==> src/rtl/proc6_core_if.sv <==
// Instruction and data memory bus for proc6_core.
// Latency: none, this is wiring only.
// Backpressure: each strobe is held until the memory returns its ack.
interface proc6_core_if #(
  parameter int DW = 16,
  parameter int AW = 16
);
  logic [AW-1:0] i_addr;
  logic          i_rd;
  logic          i_ack;
  logic [15:0]   i_data;
  logic [AW-1:0] d_addr;
  logic          d_rd;
  logic          d_wr;
  logic          d_ack;
  logic [DW-1:0] r_data;
  logic [DW-1:0] w_data;

  // Core side drives addresses, strobes and write data.
  modport master (
    output i_addr, i_rd, d_addr, d_rd, d_wr, w_data,
    input  i_ack, i_data, d_ack, r_data
  );

  // Memory side answers with acks and read data.
  modport slave (
    input  i_addr, i_rd, d_addr, d_rd, d_wr, w_data,
    output i_ack, i_data, d_ack, r_data
  );
endinterface

==> src/rtl/proc6_core.sv <==
// Small multi-cycle accumulator-free processor: fetch, decode, execute FSM.
// Latency: 3 cycles per instruction with zero-wait memory, plus memory wait states.
// Backpressure: FETCH/LOAD/STORE stall with their strobe held until the ack arrives.
module proc6_core #(
  parameter int DW       = 16,
  parameter int RF_DEPTH = 16,
  parameter int AW       = 16
) (
  input  logic         clk,
  input  logic         rst,
  proc6_core_if.master bus,
  output logic         halted,
  output logic         illegal
);

  localparam int IW = (RF_DEPTH > 1) ? $clog2(RF_DEPTH) : 1;

  typedef enum logic [2:0] {
    FETCH, DECODE, LOAD, STORE, ALU, LDC, JMPZ, HALTED
  } state_t;

  state_t        state;
  state_t        state_nxt;
  logic [AW-1:0] pc;
  logic [15:0]   ir;
  logic [DW-1:0] rf [RF_DEPTH];

  logic [3:0]    op;
  logic [IW-1:0] ra;
  logic [IW-1:0] rb;
  logic [IW-1:0] rc;
  logic [7:0]    d;
  logic [DW-1:0] sext_dw;
  logic [AW-1:0] sext_aw;
  logic [DW-1:0] alu_res;

  assign op = ir[15:12];
  assign ra = ir[8 +: IW];
  assign rb = ir[4 +: IW];
  assign rc = ir[0 +: IW];
  assign d  = ir[7:0];

  // Signed casts give sign extension for any width down to 8 bits.
  assign sext_dw = DW'(signed'(d));
  assign sext_aw = AW'(signed'(d));

  // Register reads are combinational, so ra==rb==rc sees pre-write values.
  assign alu_res = (op == 4'd4) ? (rf[rb] - rf[rc]) : (rf[rb] + rf[rc]);

  // State register.
  always_ff @(posedge clk) begin
    if (rst) state <= FETCH;
    else     state <= state_nxt;
  end

  // Next-state decode; memory states wait for their ack.
  always_comb begin
    state_nxt = state;
    case (state)
      FETCH:  if (bus.i_ack) state_nxt = DECODE;
      DECODE: begin
        case (op)
          4'd0:       state_nxt = LOAD;
          4'd1:       state_nxt = STORE;
          4'd2, 4'd4: state_nxt = ALU;
          4'd3:       state_nxt = LDC;
          4'd5:       state_nxt = JMPZ;
          4'd6:       state_nxt = HALTED;
          default:    state_nxt = FETCH;
        endcase
      end
      LOAD:   if (bus.d_ack) state_nxt = FETCH;
      STORE:  if (bus.d_ack) state_nxt = FETCH;
      ALU:    state_nxt = FETCH;
      LDC:    state_nxt = FETCH;
      JMPZ:   state_nxt = FETCH;
      HALTED: state_nxt = HALTED;
      default: state_nxt = FETCH;
    endcase
  end

  // Moore outputs: strobes come from state only, so at most one is ever high.
  assign bus.i_rd   = (state == FETCH);
  assign bus.d_rd   = (state == LOAD);
  assign bus.d_wr   = (state == STORE);
  assign bus.i_addr = pc;
  assign bus.d_addr = (bus.d_rd || bus.d_wr) ? AW'(d) : '0;
  assign bus.w_data = bus.d_wr ? rf[ra] : '0;
  assign halted     = (state == HALTED);

  // Datapath: PC, IR, register file and the sticky illegal flag.
  always_ff @(posedge clk) begin
    if (rst) begin
      pc      <= '0;
      ir      <= '0;
      illegal <= 1'b0;
      for (int i = 0; i < RF_DEPTH; i++) rf[i] <= '0;
    end else begin
      case (state)
        FETCH: begin
          if (bus.i_ack) begin
            ir <= bus.i_data;
            pc <= pc + AW'(1);
          end
        end
        DECODE: if (op > 4'd6) illegal <= 1'b1;
        LOAD:   if (bus.d_ack) rf[ra] <= bus.r_data;
        ALU:    rf[ra] <= alu_res;
        LDC:    rf[ra] <= sext_dw;
        // PC already points past the branch, so back off by one.
        JMPZ:   if (rf[ra] == '0) pc <= pc + sext_aw - AW'(1);
        default: ;
      endcase
    end
  end

endmodule

==> src/flat_wrapper.sv <==
// flat-port wrapper written by rule: the top's interface ports become plain ports
module proc6_core_flat 
#(
  parameter int DW       = 16,
  parameter int RF_DEPTH = 16,
  parameter int AW       = 16
)
  (clk, rst, halted, illegal, bus_i_addr, bus_i_rd, bus_d_addr, bus_d_rd, bus_d_wr, bus_w_data, bus_i_ack, bus_i_data, bus_d_ack, bus_r_data);
  proc6_core_if #(.DW(DW), .AW(AW)) bus_i ();
  input  logic clk;
  input  logic rst;
  output logic halted;
  output logic illegal;
  output wire logic [$bits(bus_i.i_addr)-1:0] bus_i_addr;
  output wire logic [$bits(bus_i.i_rd)-1:0] bus_i_rd;
  output wire logic [$bits(bus_i.d_addr)-1:0] bus_d_addr;
  output wire logic [$bits(bus_i.d_rd)-1:0] bus_d_rd;
  output wire logic [$bits(bus_i.d_wr)-1:0] bus_d_wr;
  output wire logic [$bits(bus_i.w_data)-1:0] bus_w_data;
  input wire logic [$bits(bus_i.i_ack)-1:0] bus_i_ack;
  input wire logic [$bits(bus_i.i_data)-1:0] bus_i_data;
  input wire logic [$bits(bus_i.d_ack)-1:0] bus_d_ack;
  input wire logic [$bits(bus_i.r_data)-1:0] bus_r_data;
  assign bus_i_addr = bus_i.i_addr;
  assign bus_i_rd = bus_i.i_rd;
  assign bus_d_addr = bus_i.d_addr;
  assign bus_d_rd = bus_i.d_rd;
  assign bus_d_wr = bus_i.d_wr;
  assign bus_w_data = bus_i.w_data;
  assign bus_i.i_ack = bus_i_ack;
  assign bus_i.i_data = bus_i_data;
  assign bus_i.d_ack = bus_d_ack;
  assign bus_i.r_data = bus_r_data;
  proc6_core #(.DW(DW), .RF_DEPTH(RF_DEPTH), .AW(AW)) u_core (.clk(clk), .rst(rst), .bus(bus_i), .halted(halted), .illegal(illegal));
endmodule
==> config.mk <==
export PLATFORM = sky130hd
export DESIGN_NAME = proc6_core_flat
export DESIGN_NICKNAME = d
export VERILOG_FILES = /design/src/rtl/proc6_core_if.sv /design/src/rtl/proc6_core.sv /design/src/flat_wrapper.sv
export SDC_FILE = /design/constraint.sdc
export NUM_CORES = 1
export LEC_CHECK = 0
export ABC_AREA = 0
export BUFFER_PORTS_ARGS = -buffer_cell sky130_fd_sc_hd__buf_2
export CAP_MARGIN = 20
export CORE_ASPECT_RATIO = 1.4
export CORE_UTILIZATION = 23
export CTS_BUF_LIST = sky130_fd_sc_hd__clkbuf_16
export CTS_CLUSTER_SIZE = 10
export DETAILED_ROUTE_END_ITERATION = 6
export GPL_TIMING_DRIVEN = 0
export PLACE_DENSITY = 0.42
export SKIP_LAST_GASP = 1
export SYNTH_ARGS = -nofsm -noshare
export SYNTH_HDL_FRONTEND = slang
export SYNTH_SLANG_ARGS = --single-unit
==> constraint.sdc <==
create_clock -name clk -period 6.5 [get_ports clk]
set_input_delay 1.3 -clock clk [delete_from_list [all_inputs] [get_ports clk]]
set_output_delay 1.3 -clock clk [all_outputs]
set_load 0.005 [all_outputs]
---- Word level (Yosys, flattened, before mapping) ----
Memories as Yosys holds them, arrays and structs flattened. A register that Yosys moved wholly into a read port is not among the register bits.
Index checks and enable logic that the tools add are counted.
operators by class
  add/sub/neg operators ................... 5
  order comparisons ....................... 1
  eq/ne operators ......................... 16
  mux-type cells .......................... 33
  bitwise logic cells ..................... 2
  reductions and logical operators ........ 13
operators with widths
  operator                                                                  count
  16-bit 2-to-1 mux                                                         7
  16-bit adder                                                              2
  16-bit case mux with 2 select lines                                       1
  4-bit 2-to-1 mux                                                          7
  3-bit case mux with 6 select lines                                        1
  16-bit by 1-bit adder with 16-bit output (second input constant)          1
  16-bit zero test                                                          1
  16-bit OR reduction                                                       1
  16-bit by 1-bit subtractor with 16-bit output (second input constant)     1
  16-bit subtractor                                                         1
  3-bit case mux with 5 select lines                                        1
  1-bit 2-to-1 mux                                                          13
  3-bit == test (second input constant)                                     4
  4-bit by 3-bit == test with 1-bit output (second input constant)          3
  4-bit by 2-bit == test with 1-bit output (second input constant)          2
  8-bit 2-to-1 mux                                                          1
  3-bit by 2-bit == test with 1-bit output (second input constant)          2
  3-bit 2-to-1 mux                                                          2
  2-bit by 1-bit inequality test with 1-bit output (second input constant)  3
  2-bit AND reduction                                                       3
  4-bit by 1-bit == test with 1-bit output (second input constant)          1
  4-bit by 3-bit > comparator with 1-bit output (second input constant)     1
  4-bit zero test                                                           1
  2-bit OR reduction                                                        2
  7 further kinds                                                           8
word-level totals
  bits in registers ....................... 36
  RAM bits ................................ 256
  bits of input ports ..................... 36
  output and inout bits ................... 53
  logic and storage cells ................. 75
  memories kept ........................... 1
memories
  name       words  bits a word  rd ports  clocked after memory_dff  wr ports  RTL line          source
  u_core.rf  16     16           3         3                         16        proc6_core.sv:26  logic [DW-1:0] rf [RF_DEPTH];

---- Longest topological paths before layout ----
Gate-level depths: netlist of run 1.
  depth after elaboration ................. 8
  depth in mapped cells ................... 21
  mapped depth without buffers ............ 18

---- Worst setup path after synthesis of run 1 ----
Ideal clock, no wire load.
  kind .................................... register -> register
  from .................................... register (tool-made name)
  to ...................................... memory u_core.rf[0][14], data pin
  library setup time ...................... 0.266 ns
  arrival ................................. 5.035 ns
  data required time ...................... 6.234 ns
  setup slack ............................. 1.199 ns
  cell stages (with the launch flop) ...... 19
  path buffers ............................ 3
  clock period less this slack ............ 5.301 ns
  path through ............................ dfxtp_1 clkbuf_1 buf_1 mux4_2 mux4_2 inv_1 ha_1 inv_1 fa_1 a21o_1 a21oi_1 o21ba_2 o21ai_0 a41oi_1 a21oi_1 mux2_2 a211oi_1 clkbuf_1 nor2_1
RTL lines
  item           RTL line
  end, declared  proc6_core.sv:26

==> results of run 1 <==
## cell families after synthesis
family,share of synthesized area
fa+ha+maj,0.0318
xor+xnor,0.0179
compound gates,0.0746
simple gates,0.124
other cells,0.000194
buf+inv,0.0454
mux,0.259
flops,0.447
## stage by stage
step / instances / TNS [ns]
floorplan: 1613 / 0
global placement: 2772 / -17.58
detailed placement: 2777 / -11.60
CTS: 2829 / 0
global route: 2832 / 0
finish: 2832 / 0
## cell usage in the layout (no fill, tap or decap), types with 16 or more instances in the layout
cell type  netlist  routed
a21oi_1         63      63
buf_2           12      89
buf_4           16      16
clkbuf_1        88      85
clkbuf_16        0      38
dfxtp_1         48      48
edfxtp_1       256     256
ha_1            46      46
inv_1           63      74
mux2i_1         26      26
mux4_2         207     207
nand2_1        114     114
nand3_1         25      25
nor2_1         311     311
nor2b_1         16      16
nor3_1          21      21
o21ai_0         33      32
xnor2_1         23      23
## worst register-to-register path: cells and delay by family, from the launching register on
family / cells / cell delay (ns)
compound gates: 3 / 1.19
buf+inv: 4 / 2.59
flops: 1 / 0.31
mux: 1 / 0.47
simple gates: 4 / 1.72
## per-layer routing
layer,track usage,up-vias,part of all wire
met5,0,-,0.00017
met4,0.0736,2,0.046
met3,0.0258,155,0.057
met2,0.346,567,0.55
met1,0.190,7358,0.35
li1,-,6327,-
## what timing repair did
item | 4_1_cts | 5_1_grt
endpoints found under the setup margin | 62 | 50
buffers inserted | 0 | 1
pin swaps | 0 | 1
gates resized for setup | 6 | 11
gates cloned | 0 | 0
## where the power goes
part,switching (mW),internal [mW],total (mW),leakage (nW)
Sequential,0.0657,2.19,2.25,3.03
Combinational,0.934,0.651,1.58,4.18
Clock,0.860,1.04,1.90,0.539
Total,1.86,3.88,5.74,7.75
## worst paths after layout
kind | slack (ns) | cells after the start | end
worst max-delay path | 0.11 | 12 | u_core.bus.i_addr[10]
worst min-delay path | 0.47 | 2 | u_core.illegal
worst max register to register | 0.11 | 12 | u_core.bus.i_addr[10]
worst min register to register | 0.47 | 2 | u_core.illegal
## cell type report
cell class,count,share of cell area
flip-flops and latches,304,0.386
clock inverters,15,0.00330
inverters,64,0.0107
multi-input cells,1111,0.443
well taps,1079,0.0603
clock buffers,38,0.0425
plain buffers,133,0.0294
repair buffers,88,0.0246
## registers in the layout, indices dropped and copies added, names as in the netlist, named ones only
register,flops
u_core.rf,256
u_core.illegal,1
u_core.bus.i_addr,16
u_core.state,3
u_core.ir,16
==> results.sh, run 1 <==
export IMPL_grt_pass1_vias=15000
export IMPL_multi_input_area_um2=9910
export IMPL_num_rows=125
export IMPL_crit_arrival_ns=6.85
export IMPL_synth_cell_types=68
export IMPL_antenna_found_initial=1
export IMPL_design_area_um2=22400
export IMPL_grt_usage=0.179
export IMPL_vias=14400
export IMPL_antenna_left=0
export IMPL_synth_top_area_frac=0.397
export IMPL_hold_violations=0
export IMPL_cts_max_path_buffers=3
export IMPL_syn_avg_cell_area_um2=12.1
export IMPL_antenna_cells=0
export IMPL_synthArstFlopShare=0
export IMPL_yosysWarnings=0
export IMPL_leakage_nw=7.75
export IMPL_finalClockSkew_ns=0.0280
export IMPL_final_setup_viol_count=0
export IMPL_crit_path_start_kind="flop"
export IMPL_nNetsFinal=1823
export IMPL_via_per_inst=5.09
export IMPL_synth_edf_count=256
export IMPL_fmax_ghz=0.156
export IMPL_cts_hold_buf=0
export IMPL_dr_pass1_iters=7
export IMPL_synth_area_leaders="edfxtp_1 40%, mux4_2 24%, nor2_1 6.0%"
export IMPL_cp_slowest_cell="clkbuf_1"
export IMPL_cp_max_fo=10
export IMPL_vdd_drop_max_mv=0.135
export IMPL_drive_above_1_share=0.230
export IMPL_powerDensity_nw_per_um2=257
export IMPL_post_drt_wl_per_cell_um=27.1
export IMPL_synth_common_cells="311 x nor2_1, 256 x edfxtp_1, 207 x mux4_2"
export IMPL_period_minus_slack_ns=6.39
export IMPL_top_level_ports=89
export IMPL_period_share=0.984
export IMPL_clk_latency_ns=0.57
export IMPL_syn_inst=1606
export IMPL_failed_checks="design-rule violations"
export IMPL_tightest_slew_ns=1.19
export IMPL_grt_max_degree=20
export IMPL_clkTransAtPathRegs_ns=0.06
export IMPL_relSlewSlack=0.204
export IMPL_area_growth_pct=15.5
export IMPL_ys_ff_latch=304
export IMPL_cts_made_buffers=37
export IMPL_path_cells="clkbuf_1, clkbuf_1, clkbuf_1, mux4_2, a221oi_1, nand4_1, nor3_1, nand4_1, nand2_1, buf_4, a21oi_1, a211oi_1"
export IMPL_end_kind="flop"
export IMPL_postLayoutCoreUtil=0.269
export IMPL_grt_overflow=0
export IMPL_htreeDepth=2
export IMPL_pre_cts_slack_ns=-0.530
export IMPL_rsz0062_at_grt="no"
export IMPL_path_common_cell="clkbuf_1"
export IMPL_drt_wl_total_um=76700
export IMPL_root_buffer="clkbuf_16"
export IMPL_hp_class="flop to flop"
export IMPL_critPathTopFamily="buffers and inverters"
export IMPL_hpwl_um=62000
export IMPL_setup_slack_ns=0.107
export IMPL_synth_area_um2=19400
export IMPL_cts_sinks=304
export IMPL_total_power_mw=5.74
export IMPL_grt_pass1_wl_um=108000
export IMPL_yosys_area_top_type="edfxtp_1"
export IMPL_synth_seq_area_share=0.447
export IMPL_synth_most_common_cell="nor2_1"
export IMPL_gp_congestion=0.914
export IMPL_cts_tree="done"
export IMPL_drc=14
export IMPL_max_cap_violations=0
export IMPL_chipHeight_um=345
export IMPL_hold_slack_ns=0.471
export IMPL_fill_cells=8687
export IMPL_hold_start="u_core.illegal"
export IMPL_dieArea_um2=85400
export IMPL_slowest_delay_ns=0.95
export IMPL_ys_flop_type="edfxtp_1"
export IMPL_initialDrtViolationCount=1231
export IMPL_die_x_um=247
export IMPL_placed_area_um2=21300
export IMPL_register_area_um2=8650
export IMPL_setup_worst_path_class="flop to flop"
export IMPL_cp_required_ns=6.96
export IMPL_cp_num_buf_inv=4
export IMPL_core_um2=83200
export IMPL_initial_core_util=0.233
export IMPL_port_buffers=80
export IMPL_outcome="complete, but fails checks"
export IMPL_maxSlewViolCount=0
No activity file was read; power rests on OpenSTA's default activity.
==> inputs of run 2 (changes only) <==
--- a/config.mk
+++ b/config.mk
@@ -8,13 +8,12 @@
 export ABC_AREA = 0
 export BUFFER_PORTS_ARGS = -buffer_cell sky130_fd_sc_hd__buf_2
 export CAP_MARGIN = 20
-export CORE_ASPECT_RATIO = 1.4
 export CORE_UTILIZATION = 23
 export CTS_BUF_LIST = sky130_fd_sc_hd__clkbuf_16
 export CTS_CLUSTER_SIZE = 10
 export DETAILED_ROUTE_END_ITERATION = 6
 export GPL_TIMING_DRIVEN = 0
-export PLACE_DENSITY = 0.42
+export PLACE_DENSITY = 0.4
 export SKIP_LAST_GASP = 1
 export SYNTH_ARGS = -nofsm -noshare
 export SYNTH_HDL_FRONTEND = slang
==> run 2 against run 1 <==
  * The run now ends clean
  * Setup slack better by 0.19 ns
  * Wire length shrank 3.2%
  * Sequential power hardly changed
  * Final cell count up 0.46%
  * Clock skew shrank 0.0024 ns
  * Fmax increased by 3.1%
  * Global-route usage decreased by 0.49 points
  * Critical path depth up 9
  * Register-to-register slack improved by 0.19 ns
  * Non-clock buffer count shrank 5
  * Sequential cell count stayed put
  * Critical path type unchanged
==> results.sh, run 2 (synthesized netlist as in run 1, its figures left out) <==
export IMPL_outcome="complete, no violations"
export IMPL_ff2ff_setup_slack_ns=0.30
export IMPL_period_minus_slack_ns=6.20
export IMPL_grt_max_degree=17
export IMPL_drt_wl_total_um=74300
export IMPL_fmax_ghz=0.161
export IMPL_cp_max_fo=10
export IMPL_drive_above_1_share=0.233
export IMPL_setup_worst_path_class="flop to flop"
export IMPL_finalClockSkew_ns=0.0255
export IMPL_cp_required_ns=6.80
export IMPL_area_growth_pct=15.6
export IMPL_hpwl_um=59200
export IMPL_antenna_found_initial=2
export IMPL_grt_usage=0.174
export IMPL_num_rows=106
export IMPL_hold_violations=0
export IMPL_htreeDepth=2
export IMPL_final_setup_viol_count=0
export IMPL_largest_register="u_core.rf"
export IMPL_hold_start="u_core.ir[2]"
export IMPL_grt_pass1_vias=14600
export IMPL_leakage_nw=7.78
export IMPL_die_x_um=292
export IMPL_dieArea_um2=85400
export IMPL_fin_setup_tns_ns=0
export IMPL_port_buffers=80
export IMPL_maxSlewViolCount=0
export IMPL_drc=0
export IMPL_initial_core_util=0.232
export IMPL_largest_reg_flops=256
export IMPL_crit_arrival_ns=6.51
export IMPL_rsz0062_at_grt="no"
export IMPL_relSlewSlack=0.185
export IMPL_powerDensity_nw_per_um2=260
export IMPL_tightest_slew_ns=1.22
export IMPL_dp_cells=2776
export IMPL_total_power_mw=5.82
export IMPL_final_cell_mix="310 x nor2_1, 256 x edfxtp_1, 207 x mux4_2"
export IMPL_post_drt_wl_per_cell_um=26.1
export IMPL_fill_cells=8640
export IMPL_core_um2=83600
export IMPL_top_level_ports=89
export IMPL_vdd_drop_max_mv=0.156
export IMPL_clkTransAtPathRegs_ns=0.06
export IMPL_cts_tree="done"
export IMPL_clk_latency_ns=0.58
export IMPL_design_area_um2=22400
export IMPL_final_common_cell="nor2_1"
export IMPL_antenna_left=0
export IMPL_slowest_delay_ns=0.52
export IMPL_dr_pass1_iters=6
export IMPL_grt_overflow=0
export IMPL_nNetsFinal=1820
export IMPL_r2r_cells=21
export IMPL_cts_max_path_buffers=3
export IMPL_final_cells=2845
export IMPL_end_kind="flop"
export IMPL_cts_made_buffers=39
export IMPL_whs_path_depth=2
export IMPL_cp_slowest_cell="or3b_2"
export IMPL_via_per_inst=5.16
export IMPL_grt_pass1_wl_um=108000
export IMPL_max_cap_violations=0
export IMPL_hp_class="flop to flop"
export IMPL_placed_area_um2=21200
export IMPL_period_share=0.954
export IMPL_cp_num_buf_inv=4
export IMPL_vias=14700
export IMPL_critPathTopFamily="compound AO/OA/AOI/OAI gates"
export IMPL_gp_congestion=0.905
export IMPL_path_cells="buf_2, clkbuf_4, buf_4, mux4_2, a22oi_1, nand2_1, or3b_2, nor2_2, nand2_1, o21ai_0, xnor2_1, ha_1, nand3_1, nor2_1, a31oi_1, o31ai_2, o41a_1, xnor3_1, a221oi_4, buf_6, nor2_2"
export IMPL_chipHeight_um=292
export IMPL_initialDrtViolationCount=1492
export IMPL_postLayoutCoreUtil=0.268
export IMPL_root_buffer="clkbuf_16"
export IMPL_rr_endpoint="u_core.rf[7][15]"
export IMPL_crit_path_start_kind="flop"
export IMPL_cts_sinks=304
run 2: cell count changes in the layout (fill, tap and decap cells not counted), moves of 2 or more:
cell      change
buf_8         -2
buf_16        -2
diode_2       +4
buf_2         +2
clkinv_1      +2
inv_1         +3
clkinv_2      +4
clkbuf_1      -2
run 2: repair_timing:
| item | CTS | global route |
|---|---|---|
| hold endpoints to repair | 0 | 0 |
| hold buffers | 0 | 0 |
| gates resized for setup | 8 | 10 |
| setup endpoints to repair | 62 | 60 |
| pin swaps | 0 | 0 |
| setup buffers | 0 | 0 |
run 2: tightest hold or removal path, stage by stage (launching register included):
cell     delay, ns
dfxtp_1       0.32
nand2_1       0.06
a21oi_1       0.07
run 2: cell type report:
cell class | instances | area (um2) | area share
tap | 1080 | 1350 | 0.0603
clock buffer | 39 | 976 | 0.0436
timing repair buffer | 84 | 450 | 0.0201
multi-input combinational | 1111 | 9920 | 0.443
sequential | 304 | 8650 | 0.386
antenna | 4 | 10.0 | 0.000447
inverter | 64 | 240 | 0.0107
clock inverter | 27 | 156 | 0.00698
buffer | 132 | 648 | 0.0289
run 2: layer usage:
layer  global-route usage  up-vias  wire length [um]
li1                     -     6352                 -
met1                0.232     7617             31700
met4               0.0451        2              1830
met3               0.0300      104              5240
met5                    0        -                13
met2                0.292      604             35500
run 2: where the power goes:
group / internal (mW) / total (mW) / switching, mW
clock network: 1.09 / 1.99 / 0.896
registers: 2.19 / 2.26 / 0.0715
logic: 0.642 / 1.57 / 0.926
run 2: worst max path at each step:
| stage | from | end | slack (ns) | cells past startpoint |
|---|---|---|---|---|
| 2_1_floorplan | flop | u_core.rf[0][14] | 1.20 | 18 |
| 3_3_place_gp | flop | u_core.rf[0][14] | -1.01 | 15 |
| 3_5_place_dp | flop | u_core.rf[15][14] | -0.46 | 18 |
| 4_1_cts | flop | u_core.rf[1][12] | 0.05 | 21 |
| 5_1_grt | flop | u_core.rf[7][15] | 0.06 | 20 |
| 6_report | flop | u_core.rf[7][15] | 0.30 | 21 |
run 2: per-stage QoR:
stage | setup slack, ns | hold WS, ns
floorplan | 1.20 | 0.459
global placement | -1.01 | 0.492
detailed placement | -0.460 | 0.489
CTS | 0.0538 | 0.491
global route | 0.0594 | 0.519
finish | 0.298 | 0.487
==> inputs of run 3 (changes only) <==
--- a/config.mk
+++ b/config.mk
@@ -13,6 +13,7 @@
 export CTS_CLUSTER_SIZE = 10
 export DETAILED_ROUTE_END_ITERATION = 6
 export GPL_TIMING_DRIVEN = 0
+export MAX_ROUTING_LAYER = met4
 export PLACE_DENSITY = 0.4
 export SKIP_LAST_GASP = 1
 export SYNTH_ARGS = -nofsm -noshare
==> run 3 against run 2 <==
  * Clock skew decreased by 0.00052 ns
  * Critical path type unchanged
  * Highest routed layer is now met4
  * Clock power is essentially flat
  * Setup slack better by 0.026 ns
  * Wire length grew 0.10%
  * Sequential power barely moved
  * Critical endpoint unchanged
  * Worst hold slack worse by 0.0015 ns
==> results.sh, run 3 (synthesized netlist as in run 1, its figures left out) <==
export IMPL_largest_reg_flops=256
export IMPL_root_buffer="clkbuf_16"
export IMPL_powerDensity_nw_per_um2=260
export IMPL_cts_sinks=304
export IMPL_final_cells=2844
export IMPL_vias=14700
export IMPL_grt_max_degree=17
export IMPL_cp_slowest_cell="or3b_2"
export IMPL_final_setup_viol_count=0
export IMPL_post_cts_buffers=0
export IMPL_dieArea_um2=85400
export IMPL_final_cell_mix="310 x nor2_1, 256 x edfxtp_1, 207 x mux4_2"
export IMPL_via_per_inst=5.17
export IMPL_cts_tree="done"
export IMPL_antenna_left=0
export IMPL_chipHeight_um=292
export IMPL_maxSlewViolCount=0
export IMPL_slowest_delay_ns=0.52
export IMPL_num_rows=106
export IMPL_hold_slack_ns=0.486
export IMPL_top_level_ports=89
export IMPL_cts_max_path_buffers=3
export IMPL_drive_above_1_share=0.233
export IMPL_cts_hold_buf=0
export IMPL_crit_arrival_ns=6.48
export IMPL_relSlewSlack=0.181
export IMPL_initialDrtViolationCount=1551
export IMPL_finalClockSkew_ns=0.0250
export IMPL_p_seq_frac=0.389
export IMPL_largest_register="u_core.rf"
export IMPL_crit_path_start_kind="flop"
export IMPL_hold_violations=0
export IMPL_internal_power_mw=3.92
export IMPL_end_kind="flop"
export IMPL_vdd_drop_max_mv=0.157
export IMPL_htreeDepth=2
export IMPL_clk_latency_ns=0.58
export IMPL_outcome="complete, no violations"
export IMPL_die_x_um=292
export IMPL_path_cells="buf_2, clkbuf_4, buf_4, mux4_2, a22oi_1, nand2_1, or3b_2, nor2_2, nand2_1, o21ai_0, xnor2_1, ha_1, nand3_1, nor2_1, a31oi_1, o31ai_2, o41a_1, xnor3_1, a221oi_4, buf_6, nor2_2"
export IMPL_grt_pass1_wl_um=108000
export IMPL_pre_cts_slack_ns=-0.460
export IMPL_hpwl_um=59200
export IMPL_nNetsFinal=1820
export IMPL_dr_pass1_iters=5
export IMPL_fmax_ghz=0.162
export IMPL_period_minus_slack_ns=6.18
export IMPL_hp_class="flop to flop"
export IMPL_clkTransAtPathRegs_ns=0.06
export IMPL_port_buffers=80
export IMPL_initial_core_util=0.232
export IMPL_cp_required_ns=6.80
export IMPL_leakage_nw=7.78
export IMPL_rsz0062_at_grt="no"
export IMPL_clockPowerShare=0.342
export IMPL_antenna_found_initial=2
export IMPL_area_growth_pct=15.6
export IMPL_gp_congestion=0.921
export IMPL_dp_cells=2776
export IMPL_period_share=0.950
export IMPL_setup_slack_ns=0.324
export IMPL_core_um2=83600
export IMPL_combPwrFrac=0.270
export IMPL_drt_wl_total_um=74400
export IMPL_p_sw_frac=0.326
export IMPL_design_area_um2=22400
export IMPL_final_common_cell="nor2_1"
export IMPL_placed_area_um2=21200
export IMPL_grt_pass1_vias=14600
export IMPL_max_cap_violations=0
export IMPL_cts_made_buffers=39
export IMPL_grt_usage=0.180
export IMPL_post_drt_wl_per_cell_um=26.1
export IMPL_cp_max_fo=10
export IMPL_p_switching_mw=1.89
export IMPL_setup_worst_path_class="flop to flop"
export IMPL_fill_cells=8640
export IMPL_total_power_mw=5.81
export IMPL_drc=0
export IMPL_grt_overflow=0
export IMPL_tightest_slew_ns=1.23
## run 3: changes by cell type in the layout (fill, tap and decap cells not counted)
cell / before / now
diode_2: 4 / 3
## run 3: through the flow
| stage | util | setup TNS, ns |
|---|---|---|
| 6_report | 0.268 | 0 |
| 2_1_floorplan | - | 0 |
| 5_1_grt | 0.268 | 0 |
| 4_1_cts | 0.268 | 0 |
| 3_5_place_dp | 0.254 | -11.99 |
| 3_3_place_gp | 0.253 | -18.54 |
## run 3: area by class of cell
cell class | instances | area [um2] | share of cell area
Inverter | 64 | 240 | 0.0107
Buffer | 132 | 648 | 0.0289
Tap cell | 1080 | 1350 | 0.0603
Sequential cell | 304 | 8650 | 0.386
Clock inverter | 27 | 156 | 0.00698
Multi-Input combinational cell | 1111 | 9920 | 0.443
Antenna cell | 3 | 7.51 | 0.000335
Timing Repair Buffer | 84 | 450 | 0.0201
Clock buffer | 39 | 976 | 0.0436
## run 3: final timing paths
| kind | from | cells past startpoint | slack (ns) | to |
|---|---|---|---|---|
| worst max register to register | flop | 21 | 0.32 | u_core.rf[7][15] |
| worst min register to register | u_core.ir[2] | 2 | 0.49 | flop |
| worst max-delay path | flop | 21 | 0.32 | u_core.rf[7][15] |
| worst min-delay path | u_core.ir[2] | 2 | 0.49 | flop |
## run 3: routing by layer
metal  global-route usage  part of all wire  vias to the layer above
met5                    -                 0                        -
met4               0.0444             0.024                        0
met3               0.0269             0.069                       99
met2                0.292              0.48                      621
met1                0.234              0.43                     7634
li1                     -                 -                     6344
## run 3: repair_timing
| action | in CTS | in global routing |
|---|---|---|
| pin swaps | 0 | 0 |
| setup endpoints to repair | 62 | 60 |
| gates resized for setup | 8 | 10 |
## run 3: worst max-delay path, delay by kind of cell (launching register included)
kind                     cells  cell delay [ns]
buffers and inverters        4             1.34
AND/OR/NAND/NOR              7             1.30
multiplexers                 1             0.35
flip-flops                   1             0.32
adder cells (fa/ha/maj)      1             0.40
XOR/XNOR                     2             0.52
AO/OA/AOI/OAI                6             1.65
## run 3: power by group through the flow
| stage | sequential (mW) | combinational, mW | clock [mW] |
|---|---|---|---|
| after floorplan | 2.26 | 1.07 | 0 |
| after global placement | 2.29 | 1.54 | 0 |
| after detailed placement | 2.30 | 1.55 | 0 |
| after CTS | 2.26 | 1.56 | 2.03 |
| after global routing | 2.27 | 1.69 | 2.09 |
| final | 2.26 | 1.57 | 1.99 |
